--- src/rtl/operand_accumulator.sv ---
// -----------------------------------------------------------------------------
// operand_accumulator
//   Sums a burst of signed operands into a wider running total, one operand
//   per cycle. A single adder instance forms the datapath.
//   A burst starts with start/num_terms in IDLE. Operands are taken over a
//   valid/ready handshake in ACCUM. The wrapped sum and a sticky signed-overflow
//   flag are then presented in DONE until the consumer takes them.
//
// Parameters
//   OPERAND_BIT  width of each two's-complement input operand
//   ACC_BIT      accumulator/result width (>= OPERAND_BIT)
//   COUNT_BIT    width of the term counter (0..2^COUNT_BIT-1 terms per burst)
//
// Ports
//   clk           rising-edge clock
//   rst_n         asynchronous active-low reset
//   start         begin a burst; only looked at in IDLE
//   num_terms     operand count of the burst, captured together with start
//   in_valid      in_data carries an operand
//   in_ready      block accepts in_data this cycle
//   in_data       signed operand
//   out_valid     out_sum/out_overflow are valid
//   out_ready     consumer takes the result
//   out_sum       signed wrap-around sum of the burst
//   out_overflow  signed overflow happened at least once during the burst
//   busy          a burst is being accumulated or its result is pending
// -----------------------------------------------------------------------------
module operand_accumulator #(
  parameter int OPERAND_BIT = 10,
  parameter int ACC_BIT     = 16,
  parameter int COUNT_BIT   = 4
) (
  input  logic                   clk,
  input  logic                   rst_n,
  input  logic                   start,
  input  logic [COUNT_BIT-1:0]   num_terms,
  input  logic                   in_valid,
  output logic                   in_ready,
  input  logic [OPERAND_BIT-1:0] in_data,
  output logic                   out_valid,
  input  logic                   out_ready,
  output logic [ACC_BIT-1:0]     out_sum,
  output logic                   out_overflow,
  output logic                   busy
);

  localparam logic [1:0] IDLE  = 2'd0;
  localparam logic [1:0] ACCUM = 2'd1;
  localparam logic [1:0] DONE  = 2'd2;

  logic [1:0]           state;
  logic [ACC_BIT-1:0]   acc;
  logic [COUNT_BIT-1:0] count;
  logic [COUNT_BIT-1:0] terms_q;
  logic                 ovf;

  logic [ACC_BIT-1:0]   ext_in;
  logic [ACC_BIT-1:0]   add_sum;
  logic                 adder_cout_unused;
  logic                 add_ovf;
  logic                 accept;
  logic                 last_term;

  // Sign-extend through a signed cast so that ACC_BIT == OPERAND_BIT also works.
  assign ext_in = ACC_BIT'(signed'(in_data));

  adder #(
    .OPERAND_BIT(ACC_BIT)
  ) u_adder (
    .a   (acc),
    .b   (ext_in),
    .cin (1'b0),
    .s   (add_sum),
    .cout(adder_cout_unused)
  );

  // Signed overflow comes from the operand and result signs. The adder's
  // carry out only describes unsigned overflow, so it is not used.
  assign add_ovf = (acc[ACC_BIT-1] == ext_in[ACC_BIT-1]) &&
                   (add_sum[ACC_BIT-1] != acc[ACC_BIT-1]);

  // Handshake outputs come only from the registered state. This keeps
  // in_valid/out_ready from reaching them combinationally.
  assign in_ready     = (state == ACCUM);
  assign out_valid    = (state == DONE);
  assign busy         = (state == ACCUM) || (state == DONE);
  assign out_sum      = (state == DONE) ? acc : '0;
  assign out_overflow = (state == DONE) ? ovf : 1'b0;

  assign accept    = in_valid && in_ready;
  assign last_term = (count == terms_q - 1'b1);

  always_ff @(posedge clk or negedge rst_n) begin
    if (!rst_n) begin
      state   <= IDLE;
      acc     <= '0;
      count   <= '0;
      terms_q <= '0;
      ovf     <= 1'b0;
    end else begin
      case (state)
        IDLE: begin
          if (start) begin
            terms_q <= num_terms;
            acc     <= '0;
            count   <= '0;
            ovf     <= 1'b0;
            state   <= (num_terms == '0) ? DONE : ACCUM;
          end
        end
        ACCUM: begin
          if (accept) begin
            acc   <= add_sum;
            count <= count + 1'b1;
            ovf   <= ovf | add_ovf;
            if (last_term) begin
              state <= DONE;
            end
          end
        end
        DONE: begin
          if (out_ready) begin
            state <= IDLE;
          end
        end
        default: state <= IDLE;
      endcase
    end
  end

endmodule

// -----------------------------------------------------------------------------
// adder
//   Plain ripple-style binary adder: {cout, s} = a + b + cin.
//
// Ports
//   a, b  addends
//   cin   carry in
//   s     sum
//   cout  carry out
// -----------------------------------------------------------------------------
module adder #(
  parameter int OPERAND_BIT = 16
) (
  input  logic [OPERAND_BIT-1:0] a,
  input  logic [OPERAND_BIT-1:0] b,
  input  logic                   cin,
  output logic [OPERAND_BIT-1:0] s,
  output logic                   cout
);

  assign {cout, s} = {1'b0, a} + {1'b0, b} + {{OPERAND_BIT{1'b0}}, cin};

endmodule

--- config.mk ---
export PLATFORM = sky130hd
export DESIGN_NAME = operand_accumulator
export DESIGN_NICKNAME = d
export VERILOG_FILES = /design/src/rtl/operand_accumulator.sv
export SDC_FILE = /design/constraint.sdc
export NUM_CORES = 1
export LEC_CHECK = 0
export BUFFER_PORTS_ARGS = -buffer_cell sky130_fd_sc_hd__clkbuf_2
export CAP_MARGIN = 10
export CORE_ASPECT_RATIO = 0.7
export CORE_MARGIN = 2
export CORE_UTILIZATION = 56
export CTS_CLUSTER_DIAMETER = 100
export DETAILED_ROUTE_END_ITERATION = 12
export PLACE_DENSITY = 0.88
export SYNTH_ARGS = -nofsm -noshare
export SYNTH_HDL_FRONTEND = slang
export SYNTH_SLANG_ARGS = --single-unit
export TNS_END_PERCENT = 50
--- constraint.sdc ---
create_clock -name clk -period 2.6 [get_ports clk]
set_clock_uncertainty 0.05 [all_clocks]
set_input_delay 0.26 -clock clk [delete_from_list [all_inputs] [get_ports clk]]
set_output_delay 0.26 -clock clk [all_outputs]
set_load 0.005 [all_outputs]
==> out/summary.txt, run 1 <==
CTS HTree Levels: 1
count of input and output buffers: 38
post-synthesis instance total: 238
RSZ-0062 raised after global routing: false
worst skew pair latency: 0.28 ns
routed wire length per instance: 14.6 µm
Diodes inserted: 0
peak per-stage delay on the critical path: 0.42 ns
required time at the worst-slack endpoint: 2.72 ns
worst-case headroom to the max-slew limit: 0.532
upper clock frequency limit: 0.415 GHz
Total Negative Setup Slacks: 0 ns
effective utilization at floorplan: 0.587
Design Area, Final: 2410 µm²
number of global-route vias before repair: 1,715
critical path endpoint category: flip-flop
run status: finished clean
layout cells sized above 1: 0.206
residual antenna-violating net count after detailed routing: 0
Psw: 1420 µW
post_cts resized: 0
Internal Dissipation: 1640 µW
slew at the pin with the worst max-slew slack: 0.702 ns
buffers and inverters on the worst path: 0
Setup crit start kind: flip-flop
number of enable-type register cells in the synthesized netlist: 0
maximum fanout along the worst path: 4
proportion of power drawn by the clock network: 0.081
xor-xnor portion of the synthesized cell area: 0.0675
TritonCTS clock tree: done
mux cell area share after synthesis: 0.0368
Synth cell types: 48
worst hold path class: input port to flip-flop
critical path, cell by cell: ha_1 -> fa_1 -> a21o_1 -> a21oi_1 -> o21ai_0 -> a21oi_2 -> nor4_1 -> or3_1
start-to-end type of the worst setup path: flip-flop to flip-flop
Avg Vias per Cell: 5.67
number of max-slew violations in the final report: 0
biggest area consumer among synthesized cells: dfrtp_1
total standard cell area after synthesis: 2080 µm²
weighted congestion reported at the end of routability-driven placement: 0.893
width of the die: 76.8 µm
total via count after detailed routing: 1,881
Initial DRT Pass Iterations: 6
number of antenna violations at the first check in global routing: 0
master of the slowest instance on the critical path: fa_1
post-route total power: 3050 µW
cell family contributing the most delay on the critical path: compound AO/OA/AOI/OAI gates
number of buffers between clock root and the deepest sink: 2
Remaining DRCs: 0
final HPWL from detailed placement: 3810 µm
sequential cell area fraction in the yosys report: 0.325
number of DRC markers after the initial detailed-route iteration: 169
switch share: 0.465
highest ir drop seen on vdd: 0.564 mV
biggest area contributors in the synthesized netlist: dfrtp_1, ha_1, o21ai_0
count of maximum capacitance violations: 0
share of the synthesized area in the top cell type: 0.325
PD cells: 1270 nW/µm²
final period demand of the worst path: 2.41 ns
data arrival time of the critical path: 2.53 ns
complex-gate fraction of the synthesized area: 0.212
Core Region: 3540 µm²
number of top-level pins: 39
Sequential Power Share: 0.268
Most used DFF post-synth: dfrtp_1
Cells after DPL: 327
first-pass GRT wire length: 7790 µm
area growth from synthesis to layout: 16.2%
overall die height: 54.9 µm
total wirelength of the detailed-routed design: 4860 µm
dpl cell area: 2360 µm²
clock transition at the registers of the reported paths: 0.10 ns
arithmetic-cell share of the synthesized area counting full adders, half adders and majority gates: 0.130
global routing usage summed across all routing layers: 0.240
Die Area: 4220 µm²
Std-Cell Rows: 18
Yosys warning count: 0
clk root buf: clkbuf_8
# setup viols final: 0
Clock Sinks: 27
Simple-Gate Fraction of Synth Area: 0.199
standby leakage power: 0.00120 µW
dominant combinational cell family by area after synthesis: compound AO/OA/AOI/OAI gates
number of buffers inserted during clock tree synthesis: 3
endpoints failing hold: 0
pin count of the biggest net entering global routing: 28
part of the total power dissipated in combinational logic: 0.651
filler-free cell count of the finished design: 332
Syn Area/Cell: 8.72 µm²
post-synthesis register bit count: 27
final layout net count: 323
global route total overflow: 0
async set-or-reset flop fraction in the synthesized netlist: 1.00
layout filler cell count: 288
share of the clock period used by the worst path after layout: 0.928
Synth Net Count: 278
synthesized netlist by cell type, drive strengths merged (3+ instances only):
| master | instances |
|---|---|
| o21bai | 3 |
| and2 | 18 |
| nor3 | 4 |
| nand2 | 30 |
| o21ai | 24 |
| nand2b | 5 |
| xor2 | 7 |
| ha | 20 |
| xnor2 | 9 |
| o211ai | 3 |
| a21o | 4 |
| inv | 10 |
| nor2 | 9 |
| or3 | 3 |
| mux2 | 5 |
| clkbuf | 5 |
| a21oi | 18 |
| dfrtp | 27 |
| a211oi | 3 |
routing by layer:
layer  vias up  GRT usage  wire, µm
li1        936          -         -
met1       888      0.327      2390
met2        55      0.405      2180
met3         2     0.0536       268
met4         0     0.0485        14
met5         -          0         0
registers in the layout, summed over array words and instances, names as in the netlist:
| signal | cells |
|---|---|
| state | 2 |
| ovf | 1 |
| acc | 16 |
| count | 4 |
| terms_q | 4 |
worst reg2reg max path: cells and delay by family, from the launching register on:
kind / cells / cell delay, ns
AOI/OAI and AO/OA: 4 / 0.78
adders and majority gates: 2 / 0.66
and+or+nand+nor: 2 / 0.42
DFF: 1 / 0.41
logic make-up after synthesis:
logic type | Yosys count
AO/OA/AOI/OAI | 70
XOR/XNOR | 16
adder cells (fa/ha/maj) | 21
buffers and inverters | 16
flip-flops | 27
multiplexers | 7
AND/OR/NAND/NOR | 81
power by group through the flow:
stage | Combinational [µW] | Clock (µW) | Sequential [µW]
2_1_floorplan | 1460 | 0 | 766
3_3_place_gp | 1890 | 0 | 811
3_5_place_dp | 1970 | 0 | 825
4_1_cts | 1980 | 253 | 816
5_1_grt | 2240 | 271 | 852
6_report | 1990 | 247 | 819
cell type report:
class / instances / area, µm² / area share
clock buffers: 4 / 45.0 / 0.0187
inverters: 10 / 37.5 / 0.0156
multi-input cells: 195 / 1340 / 0.555
flip-flops and latches: 27 / 676 / 0.280
well taps: 50 / 62.6 / 0.0259
repair buffers: 46 / 253 / 0.105
metrics by stage:
| step | hold slack (ns) | worst slack, ns | util |
|---|---|---|---|
| 6_report | 0.177 | 0.188 | 0.682 |
| 5_1_grt | 0.182 | 0.0298 | 0.682 |
| 4_1_cts | 0.176 | 0.195 | 0.682 |
| 3_5_place_dp | 0.292 | 0.213 | 0.667 |
| 3_3_place_gp | 0.290 | 0.260 | 0.667 |
| 2_1_floorplan | -0.0856 | 0.297 | - |
cell usage in the layout (no fill, tap or decap), drive strengths merged, types with 4 or more instances in the layout:
master / n
clkbuf: 42
nand2: 30
dfrtp: 27
o21ai: 24
ha: 20
and2: 18
a21oi: 18
inv: 10
nor2: 9
xnor2: 9
xor2: 7
buf: 7
mux2: 5
nand2b: 5
a21o: 4
nor3: 4
repair_timing:
action	in CTS	in global routing
hold buffers	1	0
hold endpoints to repair	27	0
setup buffers	0	0
worst paths after layout:
path | from | endpoint | slack, ns | cells after the start
setup / recovery | acc[0] | acc[14] | 0.19 | 8
hold reg to reg | acc[9] | acc[9] | 0.47 | 2
hold / removal | num_terms[2] | terms_q[2] | 0.18 | 2
setup reg to reg | acc[0] | acc[14] | 0.19 | 8
min in group asynchronous | rst_n | acc[11] | 0.50 | 2
max in group asynchronous | rst_n | state[0] | 1.55 | 2
Power figures use the tool's default switching activity.
==> run 2: changes to the inputs <==
ABC_AREA = 1   (was default)
==> run 2 against run 1 <==
Net effect:
- via count is 15% higher
- synthesized cell count is 39% higher
- count of clock-buffer cells in the layout is 1 lower
- cell area is 3.7% higher
- fmax is 20% higher
- core utilization is 3.3 points lower
- worst hold slack worse by 0.0030 ns
- clock power is 2% higher
==> out/summary.txt, run 2 <==
run status: finished clean
start-to-end type of the worst setup path: flip-flop to flip-flop
total via count after detailed routing: 2,158 (+15%)
clk root buf: clkbuf_8
global route total overflow: 0 (unchanged)
Post-CTS Hold Fix Bufs: 1 (unchanged)
count of cell instances traversed by the critical path: 11 (+3)
Initial DRT Pass Iterations: 4 (-2)
Remaining DRCs: 0 (unchanged)
data arrival time of the critical path: 2.18 ns (-0.35 ns)
peak per-stage delay on the critical path: 0.43 ns (about the same)
commonest non-fill, non-tap cell in the layout: nand2_1
routed wire length per instance: 11.5 µm (-21%)
count of input and output buffers: 38 (unchanged)
Die Area: 4470 µm² (+5.9%)
number of top-level pins: 39 (unchanged)
RSZ-0062 raised after global routing: false
upper clock frequency limit: 0.499 GHz (+20%)
count of maximum capacitance violations: 0 (unchanged)
first element of the critical path: acc[0]
# setup viols final: 0 (unchanged)
biggest area contributors in the synthesized netlist: dfrtp_1, nand2_1, ha_1
global routing usage summed across all routing layers: 0.237 (-0.00285)
critical path, cell by cell: ha_1 -> fa_1 -> nand3_1 -> nand2_1 -> nand2_1 -> nand2_2 -> inv_1 -> nor2_1 -> o21ai_0 -> nand3_1 -> nand2_1
residual antenna-violating net count after detailed routing: 0 (unchanged)
final setup slack of the worst path: 0.596 ns (+0.408 ns)
async set-or-reset flop fraction in the synthesized netlist: 1.00 (unchanged)
Worst R2R Setup Slack: 0.60 ns (+0.41 ns)
first-pass GRT wire length: 8540 µm (+9.6%)
Syn Area/Cell: 6.64 µm² (-24%)
slew at the pin with the worst max-slew slack: 0.680 ns (-0.0222 ns)
final period demand of the worst path: 2.00 ns (-0.408 ns)
weighted congestion reported at the end of routability-driven placement: 0.923 (+3.3%)
CTS HTree Levels: 1 (unchanged)
most frequent CP cell: nand2_1
count leader, synth: nand2_1
biggest area consumer among synthesized cells: dfrtp_1
number of buffers inserted during clock tree synthesis: 3 (unchanged)
Setup crit start kind: flip-flop
final layout net count: 413 (+28%)
TritonCTS clock tree: done
Design Area, Final: 2500 µm² (+3.7%)
post-synthesis register bit count: 27 (unchanged)
Std-Cell Rows: 19 (+1)
layout filler cell count: 363 (+26%)
number of global-route vias before repair: 1,941 (+13%)
required time at the worst-slack endpoint: 2.78 ns (+0.06 ns)
total wirelength of the detailed-routed design: 4900 µm (+0.78%)
standby leakage power: 0.00154 µW (+29%)
critical path endpoint category: flip-flop
number of buffers between clock root and the deepest sink: 2 (unchanged)
registers with the highest flip-flop counts: acc (16), count (4), terms_q (4)
Biggest register: acc
final HPWL from detailed placement: 3860 µm (+1.5%)
Synth Net Count: 372 (+34%)
flip-flop count of the largest register, all copies and words added: 16 (unchanged)
worst hold-check slack: 0.174 ns (-0.00299 ns)
post-placement setup slack: 0.638 ns (+0.425 ns)
layout cells sized above 1: 0.142 (-0.0632)
dpl cell area: 2440 µm² (+3.6%)
end of the critical path: acc[10]
number of antenna violations at the first check in global routing: 0 (unchanged)
buffers and inverters on the worst path: 1 (+1)
total standard cell area after synthesis: 2210 µm² (+6.3%)
Clock Sinks: 27 (unchanged)
most numerous cell types in the synthesized netlist: nand2_1, inv_1, nor2_1
Core Region: 3850 µm² (+8.9%)
master of the slowest instance on the critical path: fa_1
post-synthesis instance total: 332 (+39%)
number of DRC markers after the initial detailed-route iteration: 103 (-39%)
pin count of the biggest net entering global routing: 28 (unchanged)
Yosys warning count: 0 (unchanged)
post-route total power: 2460 µW (-20%)
share of the clock period used by the worst path after layout: 0.771 (-0.157)
Diodes inserted: 0 (unchanged)
number of buffers added for setup after CTS: 0 (unchanged)
area growth from synthesis to layout: 13.4%
cell family contributing the most delay on the critical path: adder cells
share of the synthesized area in the top cell type: 0.306 (-0.0192)
Most used DFF post-synth: dfrtp_1
number of enable-type register cells in the synthesized netlist: 0 (unchanged)
Synth cell types: 29 (-40%)
depth of the most critical reg-to-reg path: 11 (+3)
endpoints failing hold: 0 (unchanged)
worst hold path class: input port to flip-flop
post_cts resized: 0 (unchanged)
commonest non-fill, non-tap cells in the layout: nand2_1, inv_1, clkbuf_2
maximum fanout along the worst path: 5 (+1)
FF-to-FF End: acc[10]
Total Negative Setup Slacks: 0 ns (unchanged)
PD cells: 982 nW/µm² (-22%)
highest ir drop seen on vdd: 0.725 mV (+29%)
number of max-slew violations in the final report: 0 (unchanged)
overall die height: 56.5 µm (+2.9%)
worst-case headroom to the max-slew limit: 0.547 (+0.0148)
Avg Vias per Cell: 5.09 (-10%)
effective utilization at floorplan: 0.573 (-0.0143)
reg2reg start: acc[0]
sequential cell area fraction in the yosys report: 0.306 (-0.0192)
worst skew pair latency: 0.28 ns (about the same)
width of the die: 79.0 µm (+2.9%)
clock transition at the registers of the reported paths: 0.10 ns (about the same)
-- run 2: cell types whose count changed after synthesis, sizes merged, moves of 5 or more --
cell    before  now
inv         10   55
nand2       30  113
nand3        2   21
and2        18    0
xnor2        9    3
nor2         9   29
mux2         5    0
nand2b       5    0
-- run 2: per-stage QoR --
step	cells	utilization
2_1_floorplan	332	-
3_3_place_gp	419	0.634
3_5_place_dp	419	0.634
4_1_cts	424	0.649
5_1_grt	424	0.649
6_report	424	0.649
-- run 2: worst reg2reg max path, cell delays in order (launching register included) --
cell,delay [ns]
dfrtp_1,0.41
ha_1,0.24
fa_1,0.43
nand3_1,0.09
nand2_1,0.13
nand2_1,0.11
nand2_2,0.07
inv_1,0.08
nor2_1,0.05
o21ai_0,0.15
nand3_1,0.09
nand2_1,0.06
-- run 2: how the worst min path moves through the flow --
stage,slack [ns],depth (start not counted),to,startpoint
5_1_grt,0.17,3,terms_q[3],num_terms[3]
3_3_place_gp,0.28,1,acc[7],rst_n
4_1_cts,0.17,3,terms_q[3],num_terms[3]
2_1_floorplan,-0.09,0,acc[0],rst_n
3_5_place_dp,0.28,1,acc[7],rst_n
6_report,0.17,3,terms_q[3],num_terms[3]
-- run 2: cell type report --
cell class              count  area [µm²]  share of cell area
clock buffers               3        41.3              0.0165
multi-input cells         246        1300               0.519
well taps                  52        65.1              0.0260
clock inverters             1        7.51             0.00300
repair buffers             40         208              0.0830
flip-flops and latches     27         676               0.270
inverters                  55         206              0.0825
-- run 2: routing by layer --
layer / vias up / track usage / part of all wire
li1: 1130 / - / -
met4: 0 / 0.0468 / 0.0020
met5: - / 0 / 0
met3: 2 / 0.0402 / 0.057
met2: 60 / 0.374 / 0.42
met1: 966 / 0.346 / 0.52
-- run 2: cells by family after synthesis --
logic type / after synthesis / share of synthesized area
flops: 27 / 0.306
compound gates: 50 / 0.130
fa+ha+maj: 21 / 0.123
buf+inv: 59 / 0.106
xor+xnor: 7 / 0.0278
simple gates: 168 / 0.307
-- run 2: power by group --
group | switching (µW) | internal (µW)
Sequential | 135 | 583
Clock | 142 | 109
Combinational | 938 | 549
Total | 1220 | 1240
==> run 3: changes to the inputs <==
clock period = 2 ns   (was 2.6 ns; I/O delays follow)
==> run 3 against run 2 <==
Net effect:
- fmax grew 8.1%
- sequential share of layout area is 0.21 points lower
- total power rose by 31%
- global-route usage grew 0.58 points
- wire length increased by 4.2%
- largest cell class unchanged
- highest routed layer unchanged
- register-to-register slack worse by 0.45 ns
- cell area is 0.80% higher
- worst setup slack lost 0.45 ns
- sequential power increased by 31%
- clock power is 27% higher
==> out/summary.txt, run 3 (synthesis results as in run 2) <==
pin count of the biggest net entering global routing: 28 (unchanged)
registers with the highest flip-flop counts: acc (16), count (4), terms_q (4)
highest ir drop seen on vdd: 0.836 mV (+15%)
final HPWL from detailed placement: 3890 µm (+0.75%)
total wirelength of the detailed-routed design: 5100 µm (+4.2%)
count of input and output buffers: 38 (unchanged)
number of buffers inserted during clock tree synthesis: 3 (unchanged)
Std-Cell Rows: 19 (unchanged)
Setup crit start kind: flip-flop
# setup viols final: 0 (unchanged)
TritonCTS clock tree: done
final layout net count: 413 (unchanged)
RSZ-0062 raised after global routing: true
final period demand of the worst path: 1.85 ns (-0.150 ns)
maximum fanout along the worst path: 5 (unchanged)
Clock Sinks: 27 (unchanged)
number of max-slew violations in the final report: 0 (unchanged)
global routing usage summed across all routing layers: 0.243 (+0.00583)
clk root buf: clkbuf_8
Die Area: 4470 µm² (unchanged)
global route total overflow: 0 (unchanged)
effective utilization at floorplan: 0.573 (unchanged)
part of the total power dissipated in combinational logic: 0.609 (+0.004)
WHS Path Cells: 3 (unchanged)
Worst R2R Setup Slack: 0.15 ns (-0.45 ns)
reg2reg start: acc[0]
worst skew pair latency: 0.28 ns (about the same)
flip-flop count of the largest register, all copies and words added: 16 (unchanged)
routed wire length per instance: 12.0 µm (+4.2%)
layout cells sized above 1: 0.159 (+0.0161)
Sequential Power Share: 0.291 (about the same)
commonest non-fill, non-tap cell in the layout: nand2_1
depth of the most critical reg-to-reg path: 11 (unchanged)
number of DRC markers after the initial detailed-route iteration: 164 (+59%)
weighted congestion reported at the end of routability-driven placement: 0.906 (-1.9%)
Hold EP: terms_q[2]
peak per-stage delay on the critical path: 0.43 ns (about the same)
overall die height: 56.5 µm (unchanged)
number of antenna violations at the first check in global routing: 0 (unchanged)
worst hold path class: input port to flip-flop
critical path endpoint category: flip-flop
residual antenna-violating net count after detailed routing: 0 (unchanged)
total via count after detailed routing: 2,183 (+1.2%)
Initial DRT Pass Iterations: 5 (+1)
worst hold path startpoint: num_terms[2]
endpoints failing hold: 0 (unchanged)
count of maximum capacitance violations: 0 (unchanged)
required time at the worst-slack endpoint: 2.17 ns (-0.61 ns)
critical path, cell by cell: ha_4 -> fa_2 -> nand3_1 -> nand2_2 -> nand2_1 -> nand2_2 -> inv_2 -> nor2_1 -> o21ai_0 -> nand3_1 -> nand2_1
PD cells: 1280 nW/µm² (+30%)
start-to-end type of the worst setup path: flip-flop to flip-flop
Psw: 1600 µW (+32%)
data arrival time of the critical path: 2.03 ns (-0.15 ns)
upper clock frequency limit: 0.539 GHz (+8.1%)
Internal Dissipation: 1620 µW (+31%)
Biggest register: acc
area growth from synthesis to layout: 14.3%
CTS HTree Levels: 1 (unchanged)
run status: finished clean
Avg Vias per Cell: 5.15 (+1.2%)
Total Negative Setup Slacks: 0 ns (unchanged)
clock transition at the registers of the reported paths: 0.10 ns (about the same)
standby leakage power: 0.00154 µW (-0.17%)
layout filler cell count: 361 (-0.55%)
Remaining DRCs: 0 (unchanged)
width of the die: 79.0 µm (unchanged)
slew at the pin with the worst max-slew slack: 0.692 ns (+0.0120 ns)
number of buffers between clock root and the deepest sink: 2 (unchanged)
FF-to-FF End: acc[10]
number of global-route vias before repair: 1,876 (-3.3%)
worst hold-check slack: 0.119 ns (-0.0547 ns)
share of the core filled with cells in the final layout: 0.655 (+0.00520)
master of the slowest instance on the critical path: dfrtp_1
number of top-level pins: 39 (unchanged)
first-pass GRT wire length: 8630 µm (+1.1%)
Core Region: 3850 µm² (unchanged)
switch share: 0.496 (+0.00152)
Diodes inserted: 0 (unchanged)
commonest non-fill, non-tap cells in the layout: nand2_1, inv_1, clkbuf_2
worst-case headroom to the max-slew limit: 0.539 (-0.00803)
proportion of power drawn by the clock network: 0.100 (-0.002)
share of the clock period used by the worst path after layout: 0.927 (+0.156)
## run 3: layout make-up
| type | count | area [µm²] | share of cell area |
|---|---|---|---|
| Multi-Input combinational cell | 246 | 1320 | 0.524 |
| Sequential cell | 27 | 676 | 0.268 |
| Timing Repair Buffer | 40 | 208 | 0.0824 |
| Inverter | 55 | 206 | 0.0819 |
| Tap cell | 52 | 65.1 | 0.0258 |
| Clock buffer | 3 | 41.3 | 0.0164 |
| Clock inverter | 1 | 5.00 | 0.00199 |
## run 3: metrics by stage
stage / cell area (µm²) / power, µW / worst slack (ns) / std cells
4_1_cts: 2500 / 3190 / 0.0414 / 424
3_3_place_gp: 2440 / 2770 / 0.138 / 419
2_1_floorplan: 2210 / 2390 / 0.219 / 332
5_1_grt: 2520 / 3590 / 0.00534 / 424
6_report: 2520 / 3230 / 0.146 / 424
3_5_place_dp: 2440 / 2850 / 0.0549 / 419
## run 3: metal layers
| layer | vias up | track usage | wire length, µm |
|---|---|---|---|
| met5 | - | 0 | 0 |
| met4 | 0 | 0.0468 | 30 |
| met3 | 9 | 0.0450 | 320 |
| met2 | 73 | 0.356 | 2190 |
| met1 | 971 | 0.376 | 2560 |
| li1 | 1130 | - | - |
## run 3: timing repair
| item | CTS | global route |
|---|---|---|
| resized for setup | 0 | 7 |
| setup buffers | 0 | 0 |
| hold buffers | 1 | 0 |
| endpoints found under the hold margin | 27 | 0 |
| setup endpoints to repair | 0 | 8 |
## run 3: worst max path at each step
| stage | startpoint | to | slack [ns] |
|---|---|---|---|
| after global placement | acc[0] | acc[10] | 0.14 |
| after CTS | acc[0] | acc[10] | 0.04 |
| after global routing | acc[0] | acc[10] | 0.005 |
| after floorplan | acc[0] | acc[10] | 0.22 |
| final | acc[0] | acc[10] | 0.15 |
| after detailed placement | acc[0] | acc[10] | 0.05 |
## run 3: power groups by stage
stage	combinational, µW	sequential (µW)	clock [µW]
floorplan	1490	901	0
global placement	1840	933	0
detailed placement	1910	945	0
CTS	1930	934	330
global route	2250	978	358
finish	1970	940	321
## run 3: worst max-delay path, delay by kind of cell, from the launching register on
| kind | cells | cell delay (ns) |
|---|---|---|
| adder cells (fa/ha/maj) | 2 | 0.54 |
| AND/OR/NAND/NOR | 7 | 0.54 |
| flip-flops | 1 | 0.43 |
| AO/OA/AOI/OAI | 1 | 0.16 |
| buffers and inverters | 1 | 0.07 |
